[config.mk]
export PLATFORM = sky130hd
export DESIGN_NAME = frac_div_sched
export DESIGN_NICKNAME = d
export VERILOG_FILES = /design/src/rtl/frac_div_pkg.sv /design/src/rtl/frac_div_accum.sv /design/src/rtl/frac_div_sched.sv
export SDC_FILE = /design/constraint.sdc
export NUM_CORES = 1
export LEC_CHECK = 0
export BUFFER_PORTS_ARGS = -buffer_cell sky130_fd_sc_hd__buf_2
export CORE_ASPECT_RATIO = 0.6
export CORE_MARGIN = 1.5
export CORE_UTILIZATION = 40
export CTS_CLUSTER_SIZE = 10
export DETAILED_ROUTE_END_ITERATION = 8
export GPL_ROUTABILITY_DRIVEN = 0
export GPL_TIMING_DRIVEN = 1
export HOLD_SLACK_MARGIN = 0.08
export PLACE_DENSITY = 0.67
export SYNTH_ARGS = -nofsm -noshare
export SYNTH_HDL_FRONTEND = slang
export SYNTH_SLANG_ARGS = --single-unit
[constraint.sdc]
create_clock -name CLK_in -period 9.25 [get_ports CLK_in]
set_clock_uncertainty 0.1 [all_clocks]
set_input_delay 0 -clock CLK_in [delete_from_list [all_inputs] [get_ports CLK_in]]
set_output_delay 0 -clock CLK_in [all_outputs]
set_load 0.02 [all_outputs]
[src/rtl/frac_div_pkg.sv]
// frac_div_pkg
// Shared definitions for the fractional clock-enable scheduler:
//   state_t       - scheduler FSM states (IDLE, RUN, PEND)
//   W_DEF         - default width of the ratio fields
//   INIT_IN_DEF   - default DIV_IN loaded at reset
//   INIT_OUT_DEF  - default DIV_OUT loaded at reset
package frac_div_pkg;

   typedef enum logic [1:0] {
      IDLE = 2'd0,
      RUN  = 2'd1,
      PEND = 2'd2   // running with a new ratio waiting in the shadow
   } state_t;

   localparam int unsigned W_DEF        = 8;
   localparam int unsigned INIT_IN_DEF  = 3;
   localparam int unsigned INIT_OUT_DEF = 2;

endpackage

[src/rtl/frac_div_accum.sv]
// frac_div_accum
// Phase accumulator and period counter of the fractional divider.
// Each evaluating cycle adds div_out to acc; when the sum reaches div_in an
// enable pulse is registered and div_in is subtracted. cnt counts the
// div_in cycles of one period and wraps to 0 on the last one.
// Ports:
//   clk, rst      - clock, synchronous active-high reset
//   eval          - 1 = evaluate this cycle; 0 = hold acc/cnt cleared
//   div_in        - input cycles per period
//   div_out       - enable pulses per period
//   wrap          - combinational: this cycle is the last of the period
//   en_out        - registered enable pulse
//   period_done   - registered end-of-period pulse
module frac_div_accum #(
   parameter int unsigned W = 8
) (
   input  logic         clk,
   input  logic         rst,
   input  logic         eval,
   input  logic [W-1:0] div_in,
   input  logic [W-1:0] div_out,
   output logic         wrap,
   output logic         en_out,
   output logic         period_done
);

   logic [W-1:0] acc;
   logic [W-1:0] cnt;
   logic [W:0]   sum;
   logic [W:0]   diff;
   logic         hit;
   logic [W-1:0] acc_nxt;

   always_comb begin
      sum     = {1'b0, acc} + {1'b0, div_out};
      diff    = sum - {1'b0, div_in};
      hit     = (sum >= {1'b0, div_in});
      acc_nxt = hit ? diff[W-1:0] : sum[W-1:0];
      wrap    = eval && (cnt == (div_in - W'(1)));
   end

   always_ff @(posedge clk) begin
      if (rst || !eval) begin
         acc         <= '0;
         cnt         <= '0;
         en_out      <= 1'b0;
         period_done <= 1'b0;
      end else begin
         en_out      <= hit;
         period_done <= wrap;
         // acc is forced to 0 at the wrap so a ratio swapped in from the
         // shadow always starts from a clean phase.
         if (wrap) begin
            acc <= '0;
            cnt <= '0;
         end else begin
            acc <= acc_nxt;
            cnt <= cnt + W'(1);
         end
      end
   end

endmodule

[src/rtl/frac_div_sched.sv]
// frac_div_sched
// Fractional clock-enable scheduler: emits DIV_OUT one-cycle enable pulses
// spread evenly over every DIV_IN input cycles. A new ratio arrives over a
// valid/ready handshake; while running it is parked in a shadow register
// and applied at the next period boundary.
// Optional feature: define FRAC_DIV_CLKOUT_EN to add CLK_out, a divided
// clock that toggles on the edge after each EN_out pulse.
// Ports:
//   CLK_in       - the one clock (rising edge)
//   RST          - synchronous active-high reset
//   run          - level: 1 = generate enables, 0 = stop
//   cfg_valid    - new ratio offered
//   cfg_ready    - ratio can be accepted this cycle
//   cfg_in       - new DIV_IN
//   cfg_out      - new DIV_OUT
//   EN_out       - registered clock-enable pulse
//   period_done  - registered pulse on the last cycle of each period
//   cfg_err      - sticky flag for a rejected ratio
//   CLK_out      - divided clock (FRAC_DIV_CLKOUT_EN only)
module frac_div_sched
   import frac_div_pkg::*;
#(
   parameter int unsigned W        = W_DEF,
   parameter int unsigned INIT_IN  = INIT_IN_DEF,
   parameter int unsigned INIT_OUT = INIT_OUT_DEF
) (
   input  logic         CLK_in,
   input  logic         RST,
   input  logic         run,
   input  logic         cfg_valid,
   output logic         cfg_ready,
   input  logic [W-1:0] cfg_in,
   input  logic [W-1:0] cfg_out,
   output logic         EN_out,
   output logic         period_done,
   output logic         cfg_err
`ifdef FRAC_DIV_CLKOUT_EN
   ,
   output logic         CLK_out
`endif
);

   state_t       state;
   logic [W-1:0] div_in;
   logic [W-1:0] div_out;
   logic [W-1:0] sh_in;
   logic [W-1:0] sh_out;
   logic         shadow_vld;
   logic         eval;
   logic         wrap;
   logic         xfer;
   logic         ratio_ok;

   always_comb begin
      eval     = run && (state != IDLE);
      xfer     = cfg_valid && cfg_ready;
      ratio_ok = (cfg_in != '0) && (cfg_out != '0) && (cfg_out <= cfg_in);
   end

   always_ff @(posedge CLK_in) begin
      if (RST) begin
         state      <= IDLE;
         div_in     <= W'(INIT_IN);
         div_out    <= W'(INIT_OUT);
         sh_in      <= '0;
         sh_out     <= '0;
         shadow_vld <= 1'b0;
         cfg_err    <= 1'b0;
         cfg_ready  <= 1'b1;
      end else begin
         if (xfer)
            cfg_err <= !ratio_ok;

         unique case (state)
            IDLE: begin
               // A ratio offered directly in IDLE supersedes any shadow.
               if (xfer && ratio_ok) begin
                  div_in     <= cfg_in;
                  div_out    <= cfg_out;
                  shadow_vld <= 1'b0;
               end else if (run && shadow_vld) begin
                  div_in     <= sh_in;
                  div_out    <= sh_out;
                  shadow_vld <= 1'b0;
               end
               if (run)
                  state <= RUN;
               cfg_ready <= 1'b1;
            end

            RUN: begin
               if (xfer && ratio_ok) begin
                  sh_in      <= cfg_in;
                  sh_out     <= cfg_out;
                  shadow_vld <= 1'b1;
               end
               // Stopping with a ratio in flight keeps it in the shadow; it
               // is applied on the next IDLE->RUN edge.
               if (!run) begin
                  state     <= IDLE;
                  cfg_ready <= 1'b1;
               end else if (xfer && ratio_ok) begin
                  state     <= PEND;
                  cfg_ready <= 1'b0;
               end
            end

            PEND: begin
               if (!run) begin
                  state     <= IDLE;
                  cfg_ready <= 1'b1;
               end else if (wrap) begin
                  div_in     <= sh_in;
                  div_out    <= sh_out;
                  shadow_vld <= 1'b0;
                  state      <= RUN;
                  cfg_ready  <= 1'b1;
               end
            end

            default: begin
               state     <= IDLE;
               cfg_ready <= 1'b1;
            end
         endcase
      end
   end

   frac_div_accum #(
      .W (W)
   ) u_accum (
      .clk         (CLK_in),
      .rst         (RST),
      .eval        (eval),
      .div_in      (div_in),
      .div_out     (div_out),
      .wrap        (wrap),
      .en_out      (EN_out),
      .period_done (period_done)
   );

`ifdef FRAC_DIV_CLKOUT_EN
   always_ff @(posedge CLK_in) begin
      if (RST)
         CLK_out <= 1'b0;
      else if (EN_out)
         CLK_out <= ~CLK_out;
   end
`endif

endmodule

==> flow_summary.yaml, run 1 <==
yosys:
  yosysWarningCount: 0
  synthesis.area_sq_um: 3410
  postSynth.asyncResetShare_pct: 0
  yosysSeqAreaShare_pct: 32.3
  syn_nets: 417
  yosysUniqueCellTypes: 48
  syn_inst: 369
  synth_seq_cells: 55
  synth_enable_flop_cells: 0
  avgSynthCellArea_sq_um: 9.23
  ys.flop_type: "dfxtp_1"
flow_run:
  max_cap_violations: 0
timing:
  tns_ns: 0
  hold_viol_final: 0
  hold_slack_ns: 0.164
  finalCritPeriodShare_pct: 45.1
  fin_crit_ns: 4.17
  rsz0062_at_grt: "false"
  relSlewSlack_pct: 25.4
  drv_slew: 0
  finalSetupViolations: 0
  max_freq_mhz: 240
  tightestPinTransition_ns: 1.12
setup_path:
  cp-end-kind: "flop"
  rr_startpoint: "div_out[0]$_SDFFE_PP0P_"
  cp_num_buf_inv: 0
  startpoint: "div_out[0]$_SDFFE_PP0P_"
  crit_fanout: 9
  cp_slowest_stage_delay_ns: 0.52
  critPathArrivalTime_ns: 4.23
  startpoint_type: "flop"
  slowest_stage: "nor3_4"
  crit_path_cell_trace: "ha_1 -> fa_1 -> a21o_1 -> a21oi_1 -> o21bai_1 -> a21oi_1 -> xnor2_1 -> ha_1 -> nand3_1 -> nor3_1 -> a2111oi_0 -> o21ai_0 -> nor3_4 -> mux2i_1 -> nor2_1"
  critPathKind: "reg2reg"
  required_ns: 9.31
  critPathTopFamily: "compound AO/OA/AOI/OAI gates"
clock_tree:
  root_buffer: "clkbuf_16"
  numCtsBuffers: 5
  ctsHtreeMaxLevel: 2
  clock_latency_ns: 0.30
  cts_resized: 0
  post_cts_buffers: 0
  clk_path_buf_depth: 2
  cts_sinks: 55
  cts_tree: "done"
  path_clk_slew_ns: 0.08
global_route:
  grt_antenna_before_repair: 0
  overflow: 0
  grt_pass1_wl_um: 13200
  grt_pass1_vias: 2603
  track_usage_pct: 19.1
  grt_max_degree: 39
layout:
  syn_to_final_growth_pct: 15.5
  antenna-diode-count: 0
  mostFrequentLayoutCells: "nor2_1 (55), dfxtp_1 (55), mux2i_1 (29)"
  final_util_pct: 48.7
  drive_gt1_share_pct: 13.3
  fin_nets: 454
  fin_cells: 515
power:
  p_total_mw: 0.661
  vdd_drop_max_mv: 0.103
  powerDensity_nw_per_um2: 168
  total_leakage_power_nw: 1.63
detailed_routing:
  totalWireLength_um: 8200
  dr.pass1.iters: 6
  vias: 2793
  ant_nets: 0
  drc: 0
  viasPerCell: 5.42
  wire_per_inst_um: 15.9
  drt_iter0_markers: 209
outcome:
  status: "finished clean"
placement:
  numPortBuffers: 23
  dpl.cell_count: 489
  hpwlAfterDp_um: 6250
floorplanning:
  fp-row-count: 25
  die_y_um: 74.5
  start_util_pct: 42.2
  dieArea_sq_um: 9100
  io_pins: 24
  die_x_um: 122
  coreArea_sq_um: 8070
min_path:
  holdCritPathClass: "in2reg"
  min_from: "RST"
## state kept, by name, summed over array words and instances, names as in the netlist
| name | cells |
|---|---|
| cfg_ready | 1 |
| cfg_err | 1 |
| sh_in | 8 |
| u_accum.en_out | 1 |
| state | 2 |
| u_accum.acc | 8 |
| div_in | 8 |
| div_out | 8 |
| u_accum.cnt | 8 |
| sh_out | 8 |
| shadow_vld | 1 |
| u_accum.period_done | 1 |
## cell type report
type | instances | area [sq um]
repair buffers | 42 | 303
inverters | 25 | 93.8
well taps | 108 | 135
flip-flops and latches | 55 | 1100
fillers | 774 | 4140
clock inverters | 2 | 38.8
multi-input cells | 277 | 2130
clock buffers | 6 | 129
## worst reg2reg max path: stages (launching register included)
cell       delay (ns)
dfxtp_1          0.32
ha_1             0.23
fa_1             0.41
a21o_1           0.17
a21oi_1          0.25
o21bai_1         0.10
a21oi_1          0.18
xnor2_1          0.19
ha_1             0.34
nand3_1          0.13
nor3_1           0.06
a2111oi_0        0.34
o21ai_0          0.34
nor3_4           0.52
mux2i_1          0.28
nor2_1           0.07
## cell usage after synthesis, types with 9 or more instances
| library cell | instances | area (sq um) |
|---|---|---|
| xnor2_1 | 17 | 149 |
| nand3_1 | 10 | 50.1 |
| nor2_1 | 55 | 206 |
| inv_1 | 25 | 93.8 |
| ha_1 | 26 | 325 |
| dfxtp_1 | 55 | 1100 |
| a21oi_1 | 16 | 80.1 |
| xor2_1 | 9 | 78.8 |
| mux2i_1 | 29 | 290 |
| nand2_1 | 11 | 41.3 |
| nor2b_1 | 13 | 81.3 |
| a211oi_1 | 14 | 105 |
## power by group
| part | switching (mW) | leakage (nW) | internal (mW) | total (mW) |
|---|---|---|---|---|
| Combinational | 0.104 | 1.10 | 0.0793 | 0.184 |
| Sequential | 0.0102 | 0.447 | 0.248 | 0.258 |
| Clock | 0.0902 | 0.0815 | 0.129 | 0.219 |
## cell families after synthesis
group	after synthesis	synth area share, %
simple gates	117	17.4
compound gates	70	17.0
flops	55	32.3
buf+inv	37	5.07
mux	36	10.8
fa+ha+maj	28	10.7
xor+xnor	26	6.69
## metrics by stage
step	setup slack (ns)	instance area, sq um
4_1_cts	5.07	3930
6_report	5.08	3930
2_1_floorplan	5.75	3410
3_5_place_dp	5.10	3580
5_1_grt	4.84	3930
3_3_place_gp	5.51	3580
## routing by layer
layer / wire length, um / vias up / GRT usage, %
met2: 3320 / 77 / 27.5
met3: 515 / 8 / 4.37
met5: 0 / - / 0
met4: 75 / 0 / 4.01
met1: 4290 / 1329 / 28.9
li1: - / 1379 / -
## worst paths after layout
path,endpoint,slack (ns),depth (start not counted)
worst min-delay path,sh_in[1]$_SDFFE_PP0P_,0.16,2
worst max-delay path,u_accum.acc[1]$_SDFF_PP0_,5.08,15
worst max register to register,u_accum.acc[1]$_SDFF_PP0_,5.08,15
worst min register to register,sh_out[1]$_SDFFE_PP0P_,0.39,2
## timing repair
action | 4_1_cts | 5_1_grt
hold buffers | 18 | 0
setup endpoints to repair | 0 | 0
hold endpoints to repair | 35 | 0
No activity file was read; power rests on OpenSTA's default activity.
==> run 2, diff against run 1 <==
--- a/config.mk
+++ b/config.mk
@@ -14,7 +14,7 @@
 export GPL_ROUTABILITY_DRIVEN = 0
 export GPL_TIMING_DRIVEN = 1
 export HOLD_SLACK_MARGIN = 0.08
-export PLACE_DENSITY = 0.67
+export PLACE_DENSITY = 0.69
 export SYNTH_ARGS = -nofsm -noshare
 export SYNTH_HDL_FRONTEND = slang
 export SYNTH_SLANG_ARGS = --single-unit
==> constraint.sdc (replaced) <==
create_clock -name CLK_in -period 3.8 [get_ports CLK_in]
set_clock_uncertainty 0.1 [all_clocks]
set_input_delay 0 -clock CLK_in [delete_from_list [all_inputs] [get_ports CLK_in]]
set_output_delay 0 -clock CLK_in [all_outputs]
set_load 0.02 [all_outputs]
==> run 2 against run 1 <==
Compared with the run above: worst setup slack worse by 4.8 ns; non-clock buffer count rose by 4; sequential power up 140%; power up 140%; global-route usage increased by 0.50 points; final area increased by 1.1%; combinational power rose to 2.5 times the previous value; clock power grew 120%; via count shrank 1.4%; routed wire length fell by 1.8%; die area stayed put.
==> flow_summary.yaml, run 2 (same netlist as run 1, synthesis figures left out) <==
power:
  powerDensity_nw_per_um2: 394
  switching_power_mw: 0.495
  intPower_mw: 1.07
  vdd_drop_max_mv: 0.208
  switching_share_pct: 31.6
  total_leakage_power_nw: 1.66
  pwr-share-clk_pct: 30.4
  p_seq_share_pct: 40.0
  p_comb_share_pct: 29.6
global_route:
  track_usage_pct: 19.6
  overflow: 0
  grt_antenna_before_repair: 0
  grt_max_degree: 39
  grt_pass1_wl_um: 13600
  grt_pass1_vias: 2754
floorplanning:
  io_pins: 24
  start_util_pct: 42.2
  die_x_um: 122
  coreArea_sq_um: 8070
  dieArea_sq_um: 9100
  die_y_um: 74.5
  fp-row-count: 25
clock_tree:
  clk_path_buf_depth: 2
  ctsHtreeMaxLevel: 2
  numCtsBuffers: 5
  path_clk_slew_ns: 0.07
  cts_sinks: 55
  clock_latency_ns: 0.30
  root_buffer: "clkbuf_16"
  cts_tree: "done"
detailed_routing:
  drt_iter0_markers: 178
  viasPerCell: 5.31
  dr.pass1.iters: 4
  vias: 2754
  drc: 0
  wire_per_inst_um: 15.5
  ant_nets: 0
  totalWireLength_um: 8050
timing:
  finalCritPeriodShare_pct: 93.7
  setup_slack_ns: 0.239
  finalSetupViolations: 0
  fin_crit_ns: 3.56
  tightestPinTransition_ns: 1.13
  hold_viol_final: 0
  relSlewSlack_pct: 24.9
  max_freq_mhz: 281
  drv_slew: 0
setup_path:
  critPathKind: "reg2reg"
  critPathArrivalTime_ns: 3.62
  crit_fanout: 9
  startpoint_type: "flop"
  cp-end-kind: "flop"
  required_ns: 3.86
layout:
  mostFrequentLayoutCells: "nor2_1 (55), dfxtp_1 (55), mux2i_1 (29)"
  fin_nets: 458
  drive_gt1_share_pct: 15.3
  syn_to_final_growth_pct: 16.7
  antenna-diode-count: 0
  fin_area_sq_um: 3980
placement:
  numPortBuffers: 23
  hpwlAfterDp_um: 6030
  dpl_cell_area_sq_um: 3610
  dp_slack_ns: -0.0166
outcome:
  status: "finished clean"
flow_run:
  max_cap_violations: 0
min_path:
  holdCritPathClass: "in2reg"
run 2: metrics by stage:
step                instances  util, %  power (mW)  TNS [ns]  hold slack (ns)
finish                    519     49.3        1.57         0            0.164
global route              519     49.3        1.66  -0.00211            0.193
CTS                       518     48.8        1.56         0            0.166
detailed placement        492     44.7        1.07   -0.0577            0.196
global placement          492     44.7        1.06         0            0.186
floorplan                 369        -       0.967         0           0.0468
run 2: cell type report:
class,instances,area (sq um)
Fill cell,760,4100
Multi-Input combinational cell,277,2160
Sequential cell,55,1100
Timing Repair Buffer,46,337
Clock buffer,7,143
Tap cell,108,135
Inverter,25,93.8
Clock inverter,1,8.76
run 2: worst paths after layout:
check,start,endpoint,slack [ns],depth (start not counted)
max,div_out[0]$_SDFFE_PP0P_,u_accum.acc[2]$_SDFF_PP0_,0.24,16
min,RST,sh_in[3]$_SDFFE_PP0P_,0.16,2
max reg2reg,div_out[0]$_SDFFE_PP0P_,u_accum.acc[2]$_SDFF_PP0_,0.24,16
min reg2reg,sh_in[0]$_SDFFE_PP0P_,sh_in[0]$_SDFFE_PP0P_,0.39,2
run 2: per-layer routing:
| layer | share of wire [%] | GRT usage [%] |
|---|---|---|
| met4 | 1.3 | 4.78 |
| met3 | 5.6 | 6.06 |
| met2 | 40 | 29.1 |
| met1 | 53 | 27.8 |
| met5 | 0 | 0 |
run 2: critical path: stages (launching register included):
cell       delay [ns]
dfxtp_1          0.31
ha_1             0.23
fa_1             0.40
a21o_1           0.18
a21oi_2          0.16
o21bai_1         0.10
a21oi_2          0.14
xnor2_1          0.16
ha_1             0.31
nand3_1          0.14
nor3_1           0.07
a2111oi_2        0.35
o21ai_2          0.16
nor3_4           0.19
buf_6            0.18
mux2i_1          0.19
nor2_1           0.06
run 2: timing repair:
item	4_1_cts	5_1_grt
endpoints found under the hold margin	36	0
buffers inserted	0	1
resized for setup	1	7
pin swaps	0	4
hold buffers	18	0
endpoints found under the setup margin	6	8
run 2: power by group through the flow:
stage	registers, mW	logic, mW	clock network, mW
floorplan	0.635	0.333	0
global placement	0.639	0.425	0
detailed placement	0.640	0.434	0
CTS	0.627	0.452	0.484
global route	0.631	0.511	0.516
finish	0.627	0.464	0.476
==> run 3, diff against run 2 <==
--- a/config.mk
+++ b/config.mk
@@ -15,6 +15,7 @@
 export GPL_TIMING_DRIVEN = 1
 export HOLD_SLACK_MARGIN = 0.08
 export PLACE_DENSITY = 0.69
+export RECOVER_POWER = 50
 export SYNTH_ARGS = -nofsm -noshare
 export SYNTH_HDL_FRONTEND = slang
 export SYNTH_SLANG_ARGS = --single-unit
==> constraint.sdc (replaced) <==
create_clock -name CLK_in -period 3.8 [get_ports CLK_in]
set_clock_uncertainty 0.1 [all_clocks]
set_input_delay 0 -clock CLK_in [delete_from_list [all_inputs] [get_ports CLK_in]]
set_output_delay 0 -clock CLK_in [all_outputs]
set_load 0.005 [all_outputs]
==> run 3 against run 2 <==
Compared with the run above: via count about the same; non-clock buffer count unchanged; clock power hardly changed; routed wire length shrank 0.11%; sequential power about the same; final area down 0.41%; critical path type unchanged.
==> flow_summary.yaml, run 3 (same netlist as run 1, synthesis figures left out) <==
outcome:
  status: "finished clean"
setup_path:
  required_ns: 3.86
  critPathArrivalTime_ns: 3.64
  startpoint_type: "flop"
  crit_fanout: 9
  cp_slowest_stage_delay_ns: 0.40
  slowest_stage: "fa_1"
  cp-end-kind: "flop"
  critPathKind: "reg2reg"
  crit_path_cell_trace: "ha_1 -> fa_1 -> a21o_1 -> a21oi_2 -> o21bai_1 -> a21oi_2 -> xnor2_1 -> ha_1 -> nand3_1 -> nor3_1 -> a2111oi_2 -> o21ai_2 -> nor3_4 -> buf_6 -> mux2i_1 -> nor2_1"
timing:
  finalCritPeriodShare_pct: 94.2
  tightestPinTransition_ns: 1.11
  drv_slew: 0
  relSlewSlack_pct: 26.0
  fin_crit_ns: 3.58
  hold_viol_final: 0
  finalSetupViolations: 0
  max_freq_mhz: 279
power:
  total_leakage_power_nw: 1.64
  powerDensity_nw_per_um2: 395
  vdd_drop_max_mv: 0.210
layout:
  fin_nets: 458
  num-fill-cells: 764
  fin_cells: 519
  antenna-diode-count: 0
  drive_gt1_share_pct: 14.1
  mostFrequentLayoutCells: "nor2_1 (55), dfxtp_1 (55), mux2i_1 (29)"
  final_util_pct: 49.1
  syn_to_final_growth_pct: 16.2
  fin_area_sq_um: 3960
clock_tree:
  root_buffer: "clkbuf_16"
  path_clk_slew_ns: 0.08
  ctsHtreeMaxLevel: 2
  cts_sinks: 55
  clock_latency_ns: 0.30
  cts_tree: "done"
  numCtsBuffers: 5
  clk_path_buf_depth: 2
placement:
  dpl_cell_area_sq_um: 3610
  numPortBuffers: 23
  hpwlAfterDp_um: 6030
  dpl.cell_count: 492
floorplanning:
  die_x_um: 122
  dieArea_sq_um: 9100
  coreArea_sq_um: 8070
  start_util_pct: 42.2
  io_pins: 24
  die_y_um: 74.5
  fp-row-count: 25
detailed_routing:
  vias: 2755
  drc: 0
  totalWireLength_um: 8050
  ant_nets: 0
  drt_iter0_markers: 177
  dr.pass1.iters: 4
  wire_per_inst_um: 15.5
  viasPerCell: 5.31
global_route:
  overflow: 0
  track_usage_pct: 19.6
  grt_max_degree: 39
  grt_pass1_vias: 2754
  grt_pass1_wl_um: 13600
  grt_antenna_before_repair: 0
flow_run:
  max_cap_violations: 0
min_path:
  holdCritPathClass: "in2reg"
run 3: changes by cell type in the layout (fill, tap and decap cells not counted):
cell,change
clkbuf_1,+3
nor3_1,+1
buf_4,-1
a211oi_2,-1
buf_2,-3
nor3_2,-1
a211oi_1,+1
o21ai_0,+1
clkbuf_2,+1
o21ai_1,-1
run 3: final timing paths:
kind / start / to / slack, ns / depth (start not counted)
worst max-delay path: div_out[0]$_SDFFE_PP0P_ / u_accum.acc[2]$_SDFF_PP0_ / 0.22 / 16
worst min-delay path: RST / sh_in[6]$_SDFFE_PP0P_ / 0.16 / 2
worst max register to register: div_out[0]$_SDFFE_PP0P_ / u_accum.acc[2]$_SDFF_PP0_ / 0.22 / 16
worst min register to register: sh_in[0]$_SDFFE_PP0P_ / sh_in[0]$_SDFFE_PP0P_ / 0.39 / 2
run 3: what timing repair did:
action                     4_1_cts  5_1_grt
resized for setup                1        7
hold buffers                    18        0
hold endpoints to repair        36        0
buffers inserted                 0        1
pin swaps                        0        4
setup endpoints to repair        6        8
run 3: layout make-up:
| cell class | instances | area, sq um | area share, % |
|---|---|---|---|
| timing repair buffer | 46 | 330 | 8.34 |
| tap | 108 | 135 | 3.41 |
| multi-input combinational | 277 | 2150 | 54.2 |
| sequential | 55 | 1100 | 27.8 |
| clock inverter | 1 | 8.76 | 0.221 |
| inverter | 25 | 93.8 | 2.37 |
| clock buffer | 7 | 143 | 3.60 |
run 3: worst max-delay path: cells and delay by family (launching register included):
family | cells | cell delay, ns
XOR/XNOR | 1 | 0.16
AO/OA/AOI/OAI | 6 | 1.11
buffers and inverters | 1 | 0.18
AND/OR/NAND/NOR | 4 | 0.46
multiplexers | 1 | 0.19
adder cells (fa/ha/maj) | 3 | 0.94
flip-flops | 1 | 0.31
run 3: layer usage:
metal | vias up | GRT usage [%] | routed length [um]
met1 | 1308 | 27.8 | 4270
li1 | 1387 | - | -
met5 | - | 0 | 0
met3 | 10 | 6.06 | 457
met2 | 50 | 29.1 | 3210
met4 | 0 | 4.78 | 102
run 3: where the power goes:
group          switching, mW  internal, mW
sequential            0.0238         0.603
combinational          0.257         0.204
clock                  0.214         0.264
total                  0.495          1.07
run 3: metrics by stage:
stage | power [mW] | hold slack [ns] | setup TNS [ns] | setup WS [ns]
after floorplan | 0.966 | 0.0468 | 0 | 0.297
after global placement | 1.06 | 0.186 | 0 | 0.264
after detailed placement | 1.07 | 0.196 | -0.0577 | -0.0166
after CTS | 1.56 | 0.166 | 0 | 0.0556
after global routing | 1.65 | 0.193 | -0.00211 | -0.00211
final | 1.57 | 0.155 | 0 | 0.219
